**src/rtl/neuron_pkg.sv**
```systemverilog
// Shared types and helpers for the sequential neuron MAC: FSM state encoding,
// default widths and a generic saturation helper.
package neuron_pkg;

    localparam int NEURON_DW   = 8;
    localparam int NEURON_FRAC = 4;

    typedef enum logic [2:0] {
        IDLE,
        ACC,
        BIAS,
        SCALE,
        OUT
    } state_t;

    // Clamp a signed value (up to 64 bits) into the signed range of dw bits.
    function automatic logic signed [63:0] sat_to_dw(input logic signed [63:0] value,
                                                     input int dw);
        logic signed [63:0] hi;
        logic signed [63:0] lo;
        hi = (64'sd1 <<< (dw - 1)) - 64'sd1;
        lo = -(64'sd1 <<< (dw - 1));
        if (value > hi) begin
            return hi;
        end else if (value < lo) begin
            return lo;
        end
        return value;
    endfunction

endpackage

```
**src/rtl/neuron_sat.sv**
```systemverilog
// Combinational arithmetic right shift by FRAC of an IW-bit signed value,
// saturated into DW signed bits.
module neuron_sat
    import neuron_pkg::*;
#(
    parameter int IW   = 27,
    parameter int DW   = 8,
    parameter int FRAC = 4
) (
    input  logic signed [IW-1:0] din,
    output logic signed [DW-1:0] dout
);

    logic signed [IW-1:0] r;

    assign r = din >>> FRAC;

    generate
        if (IW <= 64) begin : g_narrow
            logic signed [63:0] r64;
            logic signed [63:0] s64;
            assign r64  = 64'(r);
            assign s64  = sat_to_dw(r64, DW);
            assign dout = s64[DW-1:0];
        end else begin : g_wide
            // In range exactly when every bit above the DW-bit sign bit matches it.
            logic [IW-DW:0] top;
            assign top = r[IW-1:DW-1];
            always_comb begin
                if ((&top) || !(|top)) begin
                    dout = r[DW-1:0];
                end else if (r[IW-1]) begin
                    dout = {1'b1, {(DW-1){1'b0}}};
                end else begin
                    dout = {1'b0, {(DW-1){1'b1}}};
                end
            end
        end
    endgenerate

endmodule

```
**src/rtl/neuron_seq_mac.sv**
```systemverilog
// Serial N_IN-pair MAC neuron: accumulate x*w, add bias, scale by act (Q.FRAC),
// saturate to DW bits; y held until accepted. Define NEURON_SEQ_RELU_EN to clamp negative pre-activation sums to 0.
module neuron_seq_mac
    import neuron_pkg::*;
#(
    parameter int DW   = NEURON_DW,
    parameter int N_IN = 4,
    parameter int FRAC = NEURON_FRAC
) (
    input  logic                 clk,
    input  logic                 rst,
    input  logic                 in_valid,
    output logic                 in_ready,
    input  logic signed [DW-1:0] x,
    input  logic signed [DW-1:0] w,
    input  logic signed [DW-1:0] bias,
    input  logic signed [DW-1:0] act,
    output logic                 out_valid,
    input  logic                 out_ready,
    output logic signed [DW-1:0] y,
    output logic                 busy
);

    localparam int ACC_W = 2 * DW + $clog2(N_IN) + 1;
    localparam int CNT_W = $clog2(N_IN + 1);
    localparam int PW    = ACC_W + DW;

    state_t state;
    state_t state_nxt;

    logic signed [ACC_W-1:0] acc;
    logic [CNT_W-1:0]        cnt;
    logic signed [DW-1:0]    bias_q;
    logic signed [DW-1:0]    act_q;
    logic signed [DW-1:0]    y_q;

    logic signed [2*DW-1:0]  xw;
    logic signed [ACC_W-1:0] xw_ext;
    logic signed [ACC_W-1:0] bias_ext;
    logic signed [ACC_W-1:0] acc_sum;
    logic signed [ACC_W-1:0] acc_bias;
    logic signed [PW-1:0]    scale_prod;
    logic signed [DW-1:0]    sat_y;

    assign xw       = $signed({{DW{x[DW-1]}}, x}) * $signed({{DW{w[DW-1]}}, w});
    assign xw_ext   = {{(ACC_W-2*DW){xw[2*DW-1]}}, xw};
    assign bias_ext = {{(ACC_W-DW){bias_q[DW-1]}}, bias_q};
    assign acc_sum  = acc + bias_ext;

`ifdef NEURON_SEQ_RELU_EN
    assign acc_bias = acc_sum[ACC_W-1] ? '0 : acc_sum;
`else
    assign acc_bias = acc_sum;
`endif

    // Both operands widened to PW so the product is exact; it cannot overflow PW.
    assign scale_prod = $signed({{DW{acc[ACC_W-1]}}, acc}) *
                        $signed({{ACC_W{act_q[DW-1]}}, act_q});

    neuron_sat #(
        .IW  (PW),
        .DW  (DW),
        .FRAC(FRAC)
    ) u_sat (
        .din (scale_prod),
        .dout(sat_y)
    );

    always_comb begin
        state_nxt = state;
        in_ready  = 1'b0;
        out_valid = 1'b0;
        busy      = 1'b1;
        case (state)
            IDLE: begin
                in_ready = 1'b1;
                busy     = 1'b0;
                if (in_valid) begin
                    state_nxt = (N_IN == 1) ? BIAS : ACC;
                end
            end
            ACC: begin
                in_ready = 1'b1;
                if (in_valid && (cnt == CNT_W'(N_IN - 1))) begin
                    state_nxt = BIAS;
                end
            end
            BIAS: begin
                state_nxt = SCALE;
            end
            SCALE: begin
                state_nxt = OUT;
            end
            OUT: begin
                out_valid = 1'b1;
                if (out_ready) begin
                    state_nxt = IDLE;
                end
            end
            default: begin
                state_nxt = IDLE;
            end
        endcase
    end

    always_ff @(posedge clk) begin
        if (!rst) begin
            state  <= IDLE;
            acc    <= '0;
            cnt    <= '0;
            bias_q <= '0;
            act_q  <= '0;
            y_q    <= '0;
        end else begin
            state <= state_nxt;
            case (state)
                IDLE: begin
                    if (in_valid) begin
                        acc    <= xw_ext;
                        cnt    <= CNT_W'(1);
                        bias_q <= bias;
                        act_q  <= act;
                    end
                end
                ACC: begin
                    if (in_valid) begin
                        acc <= acc + xw_ext;
                        cnt <= cnt + CNT_W'(1);
                    end
                end
                BIAS: begin
                    acc <= acc_bias;
                    cnt <= '0;
                end
                SCALE: begin
                    y_q <= sat_y;
                end
                default: begin
                end
            endcase
        end
    end

    assign y = y_q;

endmodule

```
**config.mk**
```make
export PLATFORM = sky130hd
export DESIGN_NAME = neuron_seq_mac
export DESIGN_NICKNAME = d
export VERILOG_FILES = /design/src/rtl/neuron_pkg.sv /design/src/rtl/neuron_sat.sv /design/src/rtl/neuron_seq_mac.sv
export SDC_FILE = /design/constraint.sdc
export NUM_CORES = 1
export LEC_CHECK = 0
export CORE_MARGIN = 1.5
export CORE_UTILIZATION = 39
export DETAILED_ROUTE_END_ITERATION = 8
export DONT_BUFFER_PORTS = 1
export PLACE_DENSITY = 0.64
export REMOVE_ABC_BUFFERS = 1
export SLEW_MARGIN = 20
export SYNTH_ARGS = -nofsm -noshare
export SYNTH_HDL_FRONTEND = slang
export SYNTH_SLANG_ARGS = --single-unit
export TNS_END_PERCENT = 30
```
**constraint.sdc**
```tcl
create_clock -name clk -period 18.1 [get_ports clk]
set_clock_uncertainty 0.2 [all_clocks]
set_input_delay 1.81 -clock clk [delete_from_list [all_inputs] [get_ports clk]]
set_output_delay 1.81 -clock clk [all_outputs]
set_load 0.01 [all_outputs]
```
# Word-level counts from Yosys, hierarchy flattened
# Index checks and enable logic that the tools add are counted.
dict set report word_totals {
  ff_bits 49
  out_inout_bits 11
  elab_cells 46
  in_bits 36
}
dict set report op_classes {
  reduce_logical 7
  magnitude_cmp 2
  n_mux 17
  mul 2
  addsub 3
  eq_ne 9
}
# op n
set ops {}
lappend ops {{$pmux W19 S3} 1}
lappend ops {{$mux W19} 2}
lappend ops {{$mul A19 B8 Y27} 1}
lappend ops {{$mux W8} 3}
lappend ops {{$gt A23 B8 Y1 const B} 1}
lappend ops {{$lt A23 B8 Y1 const B} 1}
lappend ops {{$add A19 B16 Y19} 1}
lappend ops {{$add A19 B8 Y19} 1}
lappend ops {{$mul A8 B8 Y16} 1}
lappend ops {{$pmux W3 S5} 1}
lappend ops {{$mux W3} 4}
lappend ops {{$eq A3 B2 Y1 const B} 3}
lappend ops {{$pmux W3 S3} 1}
lappend ops {{$ne A2 B2 Y1 const B} 4}
lappend ops {{$reduce_and A3 Y1} 2}
lappend ops {{$mux W1} 5}
lappend ops {{$add A3 B1 Y3 const B} 1}
lappend ops {{$eq A3 B1 Y1 const B} 1}
lappend ops {{$eq A3 B3 Y1 const B} 1}
lappend ops {{$logic_not A3 Y1} 1}
lappend ops {{$reduce_bool A3 Y1} 1}
lappend ops {{$reduce_and A2 Y1} 1}
lappend ops {{$reduce_or A2 Y1} 1}
lappend ops {{$logic_and A1 B1 Y1} 1}

# Logic depth before layout (Yosys ltp)
# Gate-level depths: netlist of run 1.
dict set report depth {
  ltp_word 5
  mapped_depth 26
  mapped_depth_nobuf 26
}

# By module
# Synthesis of run 1 repeated with hierarchy kept, for this count alone.
dict set report hier_totals {
  cells_unflattened 1271
  hier_area_um2 11010.6
}
# mod area_each_um2 seq_area_each_um2 cells_per_inst instances
set by_module_without_submodules {}
lappend by_module_without_submodules {neuron_seq_mac 10849.2 980.9 1253 1}
lappend by_module_without_submodules {neuron_sat 161.4 0.0 18 1}

# Least setup slack after synthesis of run 1
# Ideal clock, no wire load.
dict set report synth_path {
  kind {in2reg}
  from {in w[3]}
  to {reg acc[18]}
  arrival_time_ns 7.376
  setup_slack_ns 10.404
  required_time_ns 17.780
  n_path_buf 0
  cell_stages 22
  setup_time_ns 0.120
  cell_sequence {and2_1 > fa_1 > inv_1 > fa_1 > fa_1 > fa_1 > inv_1 > ha_1 > and2_1 > o21ai_0 > o21ai_1 > o41ai_1 > xnor2_1 > mux2_2 > ha_1 > or3_1 > a311oi_1 > nor3_1 > a31oi_1 > xor2_1 > nor4_1 > o31a_1}
}
dict set report synth_between {
  elab_chain_cells 4
  word_cells_on_any_way 5
  classes_between {add/sub: 1; mul: 1; mux: 3}
}
# item line_no
set synth_lines {}
lappend synth_lines {{start: declaration} neuron_seq_mac.sv:15} ;# input logic signed [DW-1:0] w,
lappend synth_lines {{$mul A8 B8 Y16 *} neuron_seq_mac.sv:45} ;# assign xw = $signed({{DW{x[DW-1]}}, x}) * $signed({{DW{w[DW-1]}}, w});
lappend synth_lines {{$add A19 B16 Y19} neuron_seq_mac.sv:127} ;# acc <= acc + xw_ext;
lappend synth_lines {{$mux W19} neuron_seq_mac.sv:126} ;# if (in_valid) begin
lappend synth_lines {{$pmux W19 S3 *} neuron_seq_mac.sv:116} ;# case (state)
lappend synth_lines {{end signal: assignment} neuron_seq_mac.sv:119} ;# acc <= xw_ext;
lappend synth_lines {{end signal: assignment} neuron_seq_mac.sv:127}
lappend synth_lines {{end signal: assignment} neuron_seq_mac.sv:132} ;# acc <= acc_bias;
lappend synth_lines {{end: declaration} neuron_seq_mac.sv:31} ;# logic signed [ACC_W-1:0] acc;
# Every way passes the cells marked *; elsewhere a longest branch is shown, timed or not. The select of a mux whose other input is x is not followed.
# A chain may end at the register's enable or synchronous reset.

# Final worst setup path of run 1
# Ends and elaborated chain as after synthesis.

==> metrics.txt, run 1 <==
# TYPE chip_impl_metric gauge
chip_impl_metric{name="achievable-frequency",unit="GHz"} 0.1286
chip_impl_metric{name="timing.max_slew.rel_slack",unit="%"} 28.16
chip_impl_info{name="synth_top_cell_by_area",value="sky130_fd_sc_hd__fa_1"} 1
chip_impl_metric{name="wl",unit="um"} 24540
chip_impl_metric{name="clock_edge_transition_at_the_registers_on_the_reported_setup_and_hold_paths",unit="ns"} 0.08
chip_impl_info{name="grt_setup_unrepaired",value="no"} 1
chip_impl_info{name="critical-path-slowest-cell",value="sky130_fd_sc_hd__fa_1"} 1
chip_impl_info{name="crit_top_cell",value="sky130_fd_sc_hd__fa_1"} 1
chip_impl_metric{name="synth-seq-area-share",unit="%"} 8.925
chip_impl_metric{name="synth_top_area_share",unit="%"} 32.06
chip_impl_metric{name="cp_slowest_stage_delay",unit="ns"} 0.71
chip_impl_metric{name="power.share.clock",unit="%"} 7.5
chip_impl_metric{name="remaining_antenna_violation_count",unit=""} 0
chip_impl_metric{name="post_drt_wl_per_cell",unit="um"} 14.79
chip_impl_metric{name="fin_crit_sh",unit="%"} 42.95
chip_impl_info{name="reg2reg_to",value="y[2]"} 1
chip_impl_info{name="ctsRootBufferMaster",value="sky130_fd_sc_hd__clkbuf_16"} 1
chip_impl_info{name="synth_top_flop_cell",value="sky130_fd_sc_hd__dfxtp_1"} 1
chip_impl_metric{name="count_of_filler_cells_inserted_in_the_layout",unit=""} 2850
chip_impl_metric{name="drv_slew",unit=""} 0
chip_impl_metric{name="timing.critical_path.required",unit="ns"} 18.10
chip_impl_metric{name="grt_max_degree",unit=""} 52
chip_impl_metric{name="drc",unit=""} 0
chip_impl_metric{name="rows",unit=""} 61
chip_impl_metric{name="port_buffers",unit=""} 0
chip_impl_metric{name="synth-edff-count",unit=""} 0
chip_impl_metric{name="max_slew.worst_pin.slew",unit="ns"} 1.075
chip_impl_metric{name="ff_latch_count_synth",unit=""} 49
chip_impl_info{name="status",value="finished clean"} 1
chip_impl_metric{name="leftover_overflow_at_the_end_of_global_routing",unit=""} 0
chip_impl_metric{name="tns",unit="ns"} 0
chip_impl_metric{name="cp_max_fo",unit=""} 8
chip_impl_metric{name="seq_power_share",unit="%"} 13.4
chip_impl_metric{name="layout-drive-gt1-share",unit="%"} 2.030
chip_impl_metric{name="worst_ep_arrival_time",unit="ns"} 7.78
chip_impl_info{name="hp-class",value="reg -> reg"} 1
chip_impl_metric{name="routed_via_density",unit=""} 5.022
chip_impl_info{name="worst_setup_path_startpoint",value="w[3]"} 1
chip_impl_metric{name="clock_sink_count",unit=""} 49
chip_impl_metric{name="setup_viol_count_final",unit=""} 0
chip_impl_info{name="synth.most_common_cell",value="sky130_fd_sc_hd__inv_1"} 1
chip_impl_info{name="holdPathEnd",value="bias_q[5]"} 1
chip_impl_info{name="timing.rr.start",value="act_q[3]"} 1
chip_impl_metric{name="place_hpwl",unit="um"} 20200
chip_impl_metric{name="mappedNetlistArea",unit="um2"} 10990
chip_impl_metric{name="sw_frac_of_total",unit="%"} 52.57
chip_impl_metric{name="power_density",unit="nW/um2"} 117.9
chip_impl_info{name="tritoncts",value="yes"} 1
chip_impl_metric{name="finalWeightedCongestion",unit=""} 0.8686
chip_impl_metric{name="grt_util_all_layers",unit="%"} 17.63
chip_impl_metric{name="report.final.hold_viol_count",unit=""} 0
chip_impl_metric{name="grt_pass1_wl",unit="um"} 41140
chip_impl_metric{name="synthDistinctLibCells",unit=""} 62
chip_impl_metric{name="cts_inserted_buffers",unit=""} 5
chip_impl_metric{name="clk_latency",unit="ns"} 0.31
chip_impl_metric{name="die_w",unit="um"} 170.9
chip_impl_metric{name="synth_area_per_cell",unit="um2"} 8.390
chip_impl_metric{name="reg2regPathDepth",unit=""} 18
chip_impl_info{name="hold_path.startpoint",value="bias_q[5]"} 1
chip_impl_metric{name="num-nets-final",unit=""} 1591
chip_impl_metric{name="met3_usage",unit="%"} 2.429
chip_impl_metric{name="post_cts_resized",unit=""} 0
chip_impl_metric{name="power_report.internal_total",unit="W"} 0.0006424
chip_impl_metric{name="detail_route.first_pass.iterations",unit=""} 5
chip_impl_metric{name="io-pin-count",unit=""} 47
chip_impl_metric{name="cap_viol_max_count",unit=""} 0
chip_impl_metric{name="htree_num_levels",unit=""} 2
chip_impl_metric{name="cts-root-to-sink-buffers",unit=""} 2
chip_impl_metric{name="start_util",unit="%"} 39.56
chip_impl_metric{name="post_place_worst_slack",unit="ns"} 9.975
chip_impl_metric{name="grt_pass1_vias",unit=""} 8498
chip_impl_info{name="yosys-top-cells-area",value="sky130_fd_sc_hd__fa_1 32%, sky130_fd_sc_hd__ha_1 11%, sky130_fd_sc_hd__inv_1 8.9%"} 1
chip_impl_metric{name="r2r_setup_slack",unit="ns"} 11.68
chip_impl_metric{name="leakage",unit="nW"} 5.660
chip_impl_info{name="crit_path_start_kind",value="input port"} 1
chip_impl_metric{name="count_of_hold_buffers_inserted_by_post_cts_repair",unit=""} 0
chip_impl_metric{name="die_y",unit="um"} 170.9
chip_impl_info{name="cp_cell_sequence",value="and2_1 -> fa_1 -> inv_1 -> fa_1 -> fa_1 -> fa_1 -> inv_1 -> ha_1 -> and2_1 -> o21ai_0 -> o21ai_1 -> o41ai_1 -> xnor2_1 -> mux2_2 -> ha_1 -> or3_1 -> a311oi_1 -> nor3_1 -> a31oi_1 -> xor2_1 -> nor4_1 -> o31a_1"} 1
chip_impl_info{name="ys_top_cells_by_count",value="262 x sky130_fd_sc_hd__inv_1, 176 x sky130_fd_sc_hd__fa_1, 152 x sky130_fd_sc_hd__and2_1"} 1
chip_impl_info{name="critPathKind",value="in -> reg"} 1
chip_impl_metric{name="post_synth_inst_count",unit=""} 1310
chip_impl_metric{name="die_area",unit="um2"} 29200
chip_impl_metric{name="layout-area-overhead-vs-synth",unit="%"} 4.554
chip_impl_metric{name="core-area",unit="um2"} 27780
chip_impl_metric{name="comb_power_share",unit="%"} 79.2
chip_impl_metric{name="gr-usage-met1",unit="%"} 22.00
chip_impl_metric{name="count_of_synthesis_stage_warnings_from_yosys",unit=""} 0
chip_impl_metric{name="netSwitchingPower",unit="W"} 0.0007119
chip_impl_info{name="most_used_routing_layer",value="met2"} 1
chip_impl_info{name="critPathCaptureType",value="register"} 1
chip_impl_metric{name="dr.first_iter.drc_count",unit=""} 331
chip_impl_metric{name="grt_antenna_before_repair",unit=""} 0
chip_impl_metric{name="asyncSetResetFlopFracSynth",unit="%"} 0
chip_impl_metric{name="total_number_of_vias",unit=""} 8337
chip_impl_metric{name="min_path_cells",unit=""} 2
chip_impl_metric{name="layout.core_utilization",unit="%"} 41.36
chip_impl_metric{name="setup_slack",unit="ns"} 10.33
chip_impl_metric{name="ir_worst_vdd",unit="V"} 0.00009493
chip_impl_metric{name="post_cts_buffers",unit=""} 0
chip_impl_metric{name="timing.final.crit_period",unit="ns"} 7.774
chip_impl_metric{name="met2_usage",unit="%"} 32.10
-- layer usage --
metal / part of all wire [%] / up-vias / wire (um)
met5: 0 / - / 0
met2: 50 / 137 / 12150
met1: 45 / 4095 / 11130
met4: 1.9 / 0 / 478
met3: 3.2 / 37 / 787
li1: - / 4068 / -
-- sequential cells by signal, indices dropped and copies added, names as in the netlist --
signal and count:
state 3, act_q 8, y 8, acc 19, cnt 3, bias_q 8
-- layout make-up --
| type | instances | area (um2) | area share, % |
|---|---|---|---|
| sequential | 49 | 980.9 | 8.537 |
| tap | 378 | 473.0 | 4.116 |
| clock inverter | 3 | 33.78 | 0.2940 |
| multi-input combinational | 960 | 8877 | 77.25 |
| clock buffer | 5 | 125.1 | 1.089 |
| inverter | 262 | 983.4 | 8.558 |
| antenna | 1 | 2.502 | 0.02178 |
| timing repair buffer | 2 | 15.01 | 0.1307 |
-- cell families (layout without fill, tap and decap cells) --
| kind of cell | Yosys count | count (layout) | share of synthesized area, % |
|---|---|---|---|
| muxes | 4 | 4 | 0.3757 |
| other | 0 | 1 | 0 |
| adders and majority gates | 275 | 275 | 43.33 |
| DFF | 49 | 49 | 8.925 |
| and+or+nand+nor | 412 | 412 | 19.23 |
| AOI/OAI and AO/OA | 214 | 214 | 13.46 |
| xor gates and xnor gates | 55 | 55 | 4.383 |
| buffers and inverters | 301 | 272 | 10.30 |
-- power groups by stage --
stage	logic, W	clock network, W	registers (W)
final	0.00107	0.000101	0.000181
after global routing	0.00122	0.000108	0.000185
after CTS	0.00107	0.000103	0.000180
after detailed placement	0.00107	0	0.000183
after global placement	0.00105	0	0.000182
after floorplan	0.000883	0	0.000153
-- worst max-delay path, delay by kind of cell --
family,cells,cell delay (ns)
AO/OA/AOI/OAI,6,1.31
XOR/XNOR,2,0.39
adder cells (fa/ha/maj),6,2.88
buffers and inverters,2,0.15
multiplexers,1,0.33
AND/OR/NAND/NOR,5,0.92
-- stage by stage --
stage / std cells / hold WS (ns) / total power (W) / cell area [um2]
floorplan: 1271 / 0.2437 / 0.001036 / 10840
global placement: 1651 / 0.2539 / 0.001229 / 11330
detailed placement: 1651 / 0.2589 / 0.001252 / 11330
CTS: 1659 / 0.2703 / 0.001357 / 11490
global route: 1659 / 0.3013 / 0.001516 / 11490
finish: 1660 / 0.2679 / 0.001354 / 11490
-- worst max path at each step --
stage          cells past startpoint      end  slack [ns]
3_3_place_gp                      22  acc[18]       10.13
2_1_floorplan                     22  acc[18]       10.40
4_1_cts                           22  acc[18]       10.31
6_report                          22  acc[18]       10.33
5_1_grt                           22  acc[18]       10.00
3_5_place_dp                      22  acc[18]        9.97
-- cell usage in the layout (no fill, tap or decap), types with 11 or more instances in the layout --
cell type	n
sky130_fd_sc_hd__a211oi_1	11
sky130_fd_sc_hd__a21boi_0	20
sky130_fd_sc_hd__a21o_1	15
sky130_fd_sc_hd__a21oi_1	32
sky130_fd_sc_hd__and2_1	152
sky130_fd_sc_hd__dfxtp_1	49
sky130_fd_sc_hd__fa_1	176
sky130_fd_sc_hd__ha_1	99
sky130_fd_sc_hd__inv_1	262
sky130_fd_sc_hd__nand2_1	127
sky130_fd_sc_hd__nand2b_1	15
sky130_fd_sc_hd__nor2_1	58
sky130_fd_sc_hd__nor3_1	17
sky130_fd_sc_hd__o211ai_1	15
sky130_fd_sc_hd__o21ai_0	50
sky130_fd_sc_hd__xnor2_1	38
sky130_fd_sc_hd__xor2_1	17
Power figures use the tool's default switching activity.
==> run 2, diff against run 1 <==
Clock period 18.1 ns to 7.2 ns, I/O delays scaled along.
==> run 2 against run 1 <==
Highest routed layer unchanged. Clock-buffer cell count unchanged. Wire length about the same. Worst hold slack improved by 0.0027 ns. Sequential cell count is the same. Critical path depth increased by 2. Utilization is 0.072 points higher. Power increased by 150%. Sequential power rose by 150%. Die area unchanged.
==> metrics.txt, run 2 (synthesized netlist as in run 1, its figures left out) <==
# TYPE chip_impl_metric gauge
chip_impl_info{name="status",value="finished clean"} 1
chip_impl_metric{name="post_cts_buffers",unit=""} 0
chip_impl_metric{name="achievable-frequency",unit="GHz"} 0.1518
chip_impl_metric{name="place_hpwl",unit="um"} 20460
chip_impl_metric{name="power_density",unit="nW/um2"} 293.9
chip_impl_metric{name="timing.critical_path.required",unit="ns"} 7.20
chip_impl_metric{name="r2r_setup_slack",unit="ns"} 0.78
chip_impl_info{name="timing.rr.start",value="act_q[7]"} 1
chip_impl_info{name="crit_path_start_kind",value="input port"} 1
chip_impl_metric{name="die_y",unit="um"} 170.9
chip_impl_metric{name="detail_route.first_pass.iterations",unit=""} 5
chip_impl_info{name="top_register",value="acc"} 1
chip_impl_metric{name="start_util",unit="%"} 39.56
chip_impl_metric{name="finalWeightedCongestion",unit=""} 0.8475
chip_impl_metric{name="drc",unit=""} 0
chip_impl_metric{name="clk_latency",unit="ns"} 0.31
chip_impl_metric{name="count_of_filler_cells_inserted_in_the_layout",unit=""} 2874
chip_impl_metric{name="clock_edge_transition_at_the_registers_on_the_reported_setup_and_hold_paths",unit="ns"} 0.08
chip_impl_metric{name="setup_viol_count_final",unit=""} 0
chip_impl_metric{name="routed_via_density",unit=""} 5.004
chip_impl_metric{name="final_cell_area",unit="um2"} 11510
chip_impl_metric{name="post_cts_resized",unit=""} 0
chip_impl_metric{name="post_drt_wl_per_cell",unit="um"} 14.77
chip_impl_metric{name="grt_util_all_layers",unit="%"} 17.98
chip_impl_metric{name="fin_crit_sh",unit="%"} 91.50
chip_impl_info{name="grt_setup_unrepaired",value="no"} 1
chip_impl_metric{name="report.final.hold_viol_count",unit=""} 0
chip_impl_metric{name="leakage",unit="nW"} 5.675
chip_impl_metric{name="htree_num_levels",unit=""} 2
chip_impl_metric{name="remaining_antenna_violation_count",unit=""} 0
chip_impl_metric{name="grt_pass1_vias",unit=""} 8736
chip_impl_info{name="reg2reg_to",value="y[6]"} 1
chip_impl_metric{name="dr.first_iter.drc_count",unit=""} 331
chip_impl_metric{name="place.detailed.instances",unit=""} 1654
chip_impl_info{name="critPathKind",value="in -> reg"} 1
chip_impl_metric{name="io-pin-count",unit=""} 47
chip_impl_metric{name="reg2regPathDepth",unit=""} 19
chip_impl_metric{name="rows",unit=""} 61
chip_impl_info{name="ctsRootBufferMaster",value="sky130_fd_sc_hd__clkbuf_16"} 1
chip_impl_metric{name="count_of_hold_buffers_inserted_by_post_cts_repair",unit=""} 0
chip_impl_metric{name="largest_reg_flops",unit=""} 19
chip_impl_metric{name="cts-root-to-sink-buffers",unit=""} 2
chip_impl_metric{name="layout.core_utilization",unit="%"} 41.43
chip_impl_metric{name="cap_viol_max_count",unit=""} 0
chip_impl_metric{name="finalNonFillerCells",unit=""} 1662
chip_impl_metric{name="ir_worst_vdd",unit="V"} 0.0002180
chip_impl_info{name="critPathCaptureType",value="register"} 1
chip_impl_metric{name="cp_max_fo",unit=""} 8
chip_impl_metric{name="clock_sink_count",unit=""} 49
chip_impl_metric{name="layout-area-overhead-vs-synth",unit="%"} 4.736
chip_impl_metric{name="grt_max_degree",unit=""} 52
chip_impl_metric{name="grt_antenna_before_repair",unit=""} 0
chip_impl_metric{name="wl",unit="um"} 24560
chip_impl_info{name="most_frequent_standard_cell_in_the_layout_excluding_fill_and_tap_cells",value="sky130_fd_sc_hd__inv_1"} 1
chip_impl_metric{name="die_area",unit="um2"} 29200
chip_impl_info{name="mostFrequentLayoutCells",value="262 x sky130_fd_sc_hd__inv_1, 176 x sky130_fd_sc_hd__fa_1, 152 x sky130_fd_sc_hd__and2_1"} 1
chip_impl_metric{name="worst_ep_arrival_time",unit="ns"} 6.59
chip_impl_metric{name="total_number_of_vias",unit=""} 8317
chip_impl_metric{name="core-area",unit="um2"} 27780
chip_impl_info{name="hp-class",value="reg -> reg"} 1
chip_impl_metric{name="drv_slew",unit=""} 0
chip_impl_metric{name="layout-drive-gt1-share",unit="%"} 2.259
chip_impl_metric{name="leftover_overflow_at_the_end_of_global_routing",unit=""} 0
chip_impl_metric{name="tns",unit="ns"} 0
chip_impl_metric{name="die_w",unit="um"} 170.9
chip_impl_info{name="worst_setup_path_startpoint",value="w[0]"} 1
chip_impl_metric{name="cts_inserted_buffers",unit=""} 5
chip_impl_info{name="crit_end",value="acc[18]"} 1
chip_impl_metric{name="timing.final.crit_period",unit="ns"} 6.588
chip_impl_metric{name="max_slew.worst_pin.slew",unit="ns"} 1.018
chip_impl_metric{name="port_buffers",unit=""} 0
chip_impl_metric{name="grt_pass1_wl",unit="um"} 42150
chip_impl_metric{name="area_after_dpl",unit="um2"} 11350
chip_impl_info{name="tritoncts",value="yes"} 1
chip_impl_metric{name="antenna_diode_count",unit=""} 0
chip_impl_metric{name="num-nets-final",unit=""} 1594
chip_impl_metric{name="timing.max_slew.rel_slack",unit="%"} 31.94
==> run 2: per-stage QoR <==
stage | worst slack (ns) | hold WS [ns] | total power (W)
6_report | 0.6119 | 0.2706 | 0.003383
5_1_grt | 0.2116 | 0.2951 | 0.003823
4_1_cts | 0.5886 | 0.2716 | 0.003411
3_5_place_dp | 0.2766 | 0.2601 | 0.003139
3_3_place_gp | 0.3682 | 0.2534 | 0.003090
2_1_floorplan | 0.5942 | 0.2437 | 0.002604
==> run 2: final cells by class <==
| type | instances | area (um2) | area share, % |
|---|---|---|---|
| timing repair buffer | 5 | 37.54 | 0.3261 |
| inverter | 262 | 983.4 | 8.544 |
| clock inverter | 3 | 33.78 | 0.2935 |
| sequential | 49 | 980.9 | 8.522 |
| clock buffer | 5 | 125.1 | 1.087 |
| tap | 378 | 473.0 | 4.109 |
| multi-input combinational | 960 | 8877 | 77.12 |
==> run 2: worst min-delay path by stage <==
stage                     cells past startpoint   endpoint       from
final                                         2     cnt[1]     cnt[1]
after global routing                          2  bias_q[6]  bias_q[6]
after CTS                                     2     cnt[1]     cnt[1]
after detailed placement                      2     cnt[1]     cnt[1]
after global placement                        2  bias_q[5]  bias_q[5]
after floorplan                               2  bias_q[0]  bias_q[0]
==> run 2: metal layers <==
layer  part of all wire (%)  up-vias  track usage (%)
met5                      0        -                0
met4                    1.3        0            2.937
met3                    3.0       20            2.406
met2                     50      120            33.38
met1                     46     4106            22.42
li1                       -     4071                -
==> run 2: critical path, cell delays in order <==
cell and delay (ns):
sky130_fd_sc_hd__and2_1 0.17, sky130_fd_sc_hd__ha_1 0.41, sky130_fd_sc_hd__inv_1 0.16, sky130_fd_sc_hd__fa_1 0.55, sky130_fd_sc_hd__inv_1 0.05, sky130_fd_sc_hd__fa_1 0.47
sky130_fd_sc_hd__inv_1 0.05, sky130_fd_sc_hd__fa_1 0.53, sky130_fd_sc_hd__inv_1 0.04, sky130_fd_sc_hd__ha_1 0.34, sky130_fd_sc_hd__a21o_1 0.19, sky130_fd_sc_hd__a31oi_1 0.23
sky130_fd_sc_hd__o21ai_1 0.13, sky130_fd_sc_hd__o41ai_1 0.33, sky130_fd_sc_hd__xnor2_1 0.16, sky130_fd_sc_hd__mux2_2 0.33, sky130_fd_sc_hd__ha_1 0.24, sky130_fd_sc_hd__or3_1 0.38
sky130_fd_sc_hd__a311oi_1 0.21, sky130_fd_sc_hd__nor3_1 0.12, sky130_fd_sc_hd__a31oi_1 0.20, sky130_fd_sc_hd__xor2_1 0.19, sky130_fd_sc_hd__nor4_1 0.07, sky130_fd_sc_hd__o31a_1 0.32
==> run 2: power by group <==
group          internal, W  switching, W
Sequential        0.000316      0.000131
Clock             0.000133      0.000118
Combinational      0.00117       0.00152
==> run 3, diff against run 2 <==
Settings changed: CELL_PAD_IN_SITES_DETAIL_PLACEMENT from default to 1, CELL_PAD_IN_SITES_GLOBAL_PLACEMENT from default to 2, CTS_CLUSTER_DIAMETER from default to 100, PLACE_DENSITY 0.64 to 0.9.
==> run 3 against run 2 <==
Sequential power hardly changed. Critical path depth stayed put. Highest routed layer unchanged. Non-clock buffer count up 4. Design area up 0.28%. Largest power group unchanged. Power rose by 3.4%. Sequential share of layout area is essentially flat. Sequential cell count unchanged.
==> metrics.txt, run 3 (synthesized netlist as in run 1, its figures left out) <==
# TYPE chip_impl_metric gauge
chip_impl_metric{name="core-area",unit="um2"} 27780
chip_impl_info{name="tritoncts",value="yes"} 1
chip_impl_metric{name="netSwitchingPower",unit="W"} 0.001865
chip_impl_metric{name="die_area",unit="um2"} 29200
chip_impl_metric{name="num-nets-final",unit=""} 1598
chip_impl_metric{name="die_w",unit="um"} 170.9
chip_impl_metric{name="reg2regPathDepth",unit=""} 19
chip_impl_info{name="most_frequent_standard_cell_in_the_layout_excluding_fill_and_tap_cells",value="sky130_fd_sc_hd__inv_1"} 1
chip_impl_metric{name="htree_num_levels",unit=""} 2
chip_impl_metric{name="antenna_diode_count",unit=""} 0
chip_impl_metric{name="worst_ep_arrival_time",unit="ns"} 6.70
chip_impl_metric{name="comb_power_share",unit="%"} 79.6
chip_impl_metric{name="path_depth",unit=""} 24
chip_impl_info{name="path_delay_family",value="adder cells"} 1
chip_impl_metric{name="grt_pass1_wl",unit="um"} 47560
chip_impl_metric{name="place.detailed.instances",unit=""} 1658
chip_impl_metric{name="post_cts_buffers",unit=""} 0
chip_impl_metric{name="timing.critical_path.required",unit="ns"} 7.20
chip_impl_metric{name="grt_util_all_layers",unit="%"} 20.64
chip_impl_metric{name="clock_sink_count",unit=""} 49
chip_impl_info{name="status",value="finished clean"} 1
chip_impl_metric{name="largest_reg_flops",unit=""} 19
chip_impl_info{name="top_register",value="acc"} 1
chip_impl_metric{name="min_path_cells",unit=""} 2
chip_impl_metric{name="grt_max_degree",unit=""} 52
chip_impl_metric{name="power_report.internal_total",unit="W"} 0.001633
chip_impl_info{name="critPathCaptureType",value="register"} 1
chip_impl_metric{name="count_of_hold_buffers_inserted_by_post_cts_repair",unit=""} 0
chip_impl_metric{name="timing.max_slew.rel_slack",unit="%"} 40.61
chip_impl_metric{name="setup_viol_count_final",unit=""} 0
chip_impl_metric{name="io-pin-count",unit=""} 47
chip_impl_metric{name="max_slew.worst_pin.slew",unit="ns"} 0.8909
chip_impl_metric{name="clock_edge_transition_at_the_registers_on_the_reported_setup_and_hold_paths",unit="ns"} 0.08
chip_impl_metric{name="total_number_of_vias",unit=""} 8543
chip_impl_metric{name="start_util",unit="%"} 39.56
chip_impl_metric{name="routed_via_density",unit=""} 5.128
chip_impl_metric{name="report.final.hold_viol_count",unit=""} 0
chip_impl_metric{name="drc",unit=""} 0
chip_impl_metric{name="port_buffers",unit=""} 0
chip_impl_metric{name="post_drt_wl_per_cell",unit="um"} 16.90
chip_impl_metric{name="wl",unit="um"} 28150
chip_impl_metric{name="power_density",unit="nW/um2"} 303.0
chip_impl_metric{name="finalNonFillerCells",unit=""} 1666
chip_impl_info{name="grt_setup_unrepaired",value="no"} 1
chip_impl_info{name="cp_cell_sequence",value="nand2b_1 -> fa_1 -> fa_1 -> inv_1 -> fa_1 -> inv_1 -> fa_1 -> inv_1 -> ha_1 -> o21ai_0 -> o21bai_1 -> a31oi_1 -> o21ai_1 -> o41ai_1 -> xnor2_1 -> mux2_2 -> ha_1 -> or3_1 -> a311oi_1 -> nor3_1 -> a31oi_1 -> xor2_1 -> nor4_1 -> o31a_1"} 1
chip_impl_metric{name="sw_frac_of_total",unit="%"} 53.32
chip_impl_metric{name="detail_route.first_pass.iterations",unit=""} 6
chip_impl_metric{name="cp_max_fo",unit=""} 8
chip_impl_metric{name="cp_slowest_stage_delay",unit="ns"} 0.56
chip_impl_metric{name="achievable-frequency",unit="GHz"} 0.1492
chip_impl_info{name="critPathKind",value="in -> reg"} 1
chip_impl_metric{name="count_of_filler_cells_inserted_in_the_layout",unit=""} 3376
chip_impl_metric{name="cap_viol_max_count",unit=""} 0
chip_impl_metric{name="power.share.clock",unit="%"} 7.6
chip_impl_metric{name="rows",unit=""} 61
chip_impl_info{name="crit_path_start_kind",value="input port"} 1
chip_impl_metric{name="crit_buf_inv",unit=""} 3
chip_impl_metric{name="post_cts_resized",unit=""} 0
chip_impl_metric{name="leftover_overflow_at_the_end_of_global_routing",unit=""} 0
chip_impl_metric{name="drv_slew",unit=""} 0
chip_impl_metric{name="leakage",unit="nW"} 5.696
chip_impl_info{name="crit_top_cell",value="sky130_fd_sc_hd__fa_1"} 1
chip_impl_metric{name="grt_pass1_vias",unit=""} 9541
chip_impl_metric{name="seq_power_share",unit="%"} 12.9
chip_impl_metric{name="place_hpwl",unit="um"} 23470
chip_impl_info{name="mostFrequentLayoutCells",value="262 x sky130_fd_sc_hd__inv_1, 176 x sky130_fd_sc_hd__fa_1, 152 x sky130_fd_sc_hd__and2_1"} 1
chip_impl_metric{name="cts-root-to-sink-buffers",unit=""} 2
chip_impl_metric{name="remaining_antenna_violation_count",unit=""} 0
chip_impl_metric{name="finalWeightedCongestion",unit=""} 0.8347
chip_impl_info{name="ctsRootBufferMaster",value="sky130_fd_sc_hd__clkbuf_16"} 1
chip_impl_metric{name="layout-drive-gt1-share",unit="%"} 2.640
chip_impl_metric{name="fin_crit_sh",unit="%"} 93.06
chip_impl_metric{name="clk_latency",unit="ns"} 0.31
chip_impl_metric{name="dr.first_iter.drc_count",unit=""} 307
chip_impl_info{name="critical-path-slowest-cell",value="sky130_fd_sc_hd__fa_1"} 1
chip_impl_metric{name="die_y",unit="um"} 170.9
chip_impl_metric{name="ir_worst_vdd",unit="V"} 0.0002060
chip_impl_metric{name="cts_inserted_buffers",unit=""} 5
chip_impl_metric{name="grt_antenna_before_repair",unit=""} 0
chip_impl_info{name="hp-class",value="reg -> reg"} 1
chip_impl_metric{name="layout-area-overhead-vs-synth",unit="%"} 5.032
chip_impl_metric{name="timing.final.crit_period",unit="ns"} 6.701
chip_impl_metric{name="tns",unit="ns"} 0
run 3: cell count changes in the layout (fill, tap and decap cells not counted):
cell | previous run | this run
sky130_fd_sc_hd__nand2_1 | 127 | 126
sky130_fd_sc_hd__buf_4 | 5 | 9
sky130_fd_sc_hd__nand2_2 | 1 | 2
run 3: tightest hold or removal path: cells and delay by family, from the launching register on:
kind / cells / cell delay (ns)
flops: 1 / 0.32
simple gates: 1 / 0.05
compound gates: 1 / 0.06
run 3: area by class of cell:
class | count | area [um2] | share of cell area [%]
multi-input cells | 960 | 8880 | 76.92
inverters | 262 | 983.4 | 8.519
flip-flops and latches | 49 | 980.9 | 8.498
well taps | 378 | 473.0 | 4.097
clock buffers | 5 | 125.1 | 1.084
repair buffers | 9 | 67.56 | 0.5853
clock inverters | 3 | 33.78 | 0.2927
run 3: routing by layer:
metal  GRT usage (%)  vias to the layer above  wire length [um]
li1                -                     4061                 -
met1           25.55                     4350             13020
met2           38.78                       94             14060
met3           1.874                       38               497
met4           4.386                        0               581
met5               0                        -                 0
run 3: power by group through the flow:
| stage | combinational [W] | sequential [W] | clock (W) |
|---|---|---|---|
| after global routing | 0.00319 | 0.000462 | 0.000281 |
| after CTS | 0.00282 | 0.000449 | 0.000273 |
| after detailed placement | 0.00281 | 0.000456 | 0 |
| final | 0.00278 | 0.000451 | 0.000264 |
| after global placement | 0.00271 | 0.000453 | 0 |
| after floorplan | 0.00222 | 0.000385 | 0 |
run 3: stage by stage:
step	hold slack, ns	total power [W]	util, %	setup WS, ns	cell area (um2)
6_report	0.2690	0.003498	41.55	0.4994	11540
2_1_floorplan	0.2437	0.002604	-	0.5942	10840
5_1_grt	0.2972	0.003938	41.55	0.1059	11540
4_1_cts	0.2702	0.003543	41.54	0.4443	11540
3_3_place_gp	0.2544	0.003160	40.97	0.3276	11380
3_5_place_dp	0.2576	0.003264	40.97	0.08984	11380
run 3: final timing paths:
path / slack (ns) / endpoint / from
worst max-delay path: 0.50 / acc[18] / x[0]
worst min-delay path: 0.27 / bias_q[3] / bias_q[3]
worst max register to register: 0.62 / y[6] / act_q[7]
worst min register to register: 0.27 / bias_q[3] / bias_q[3]
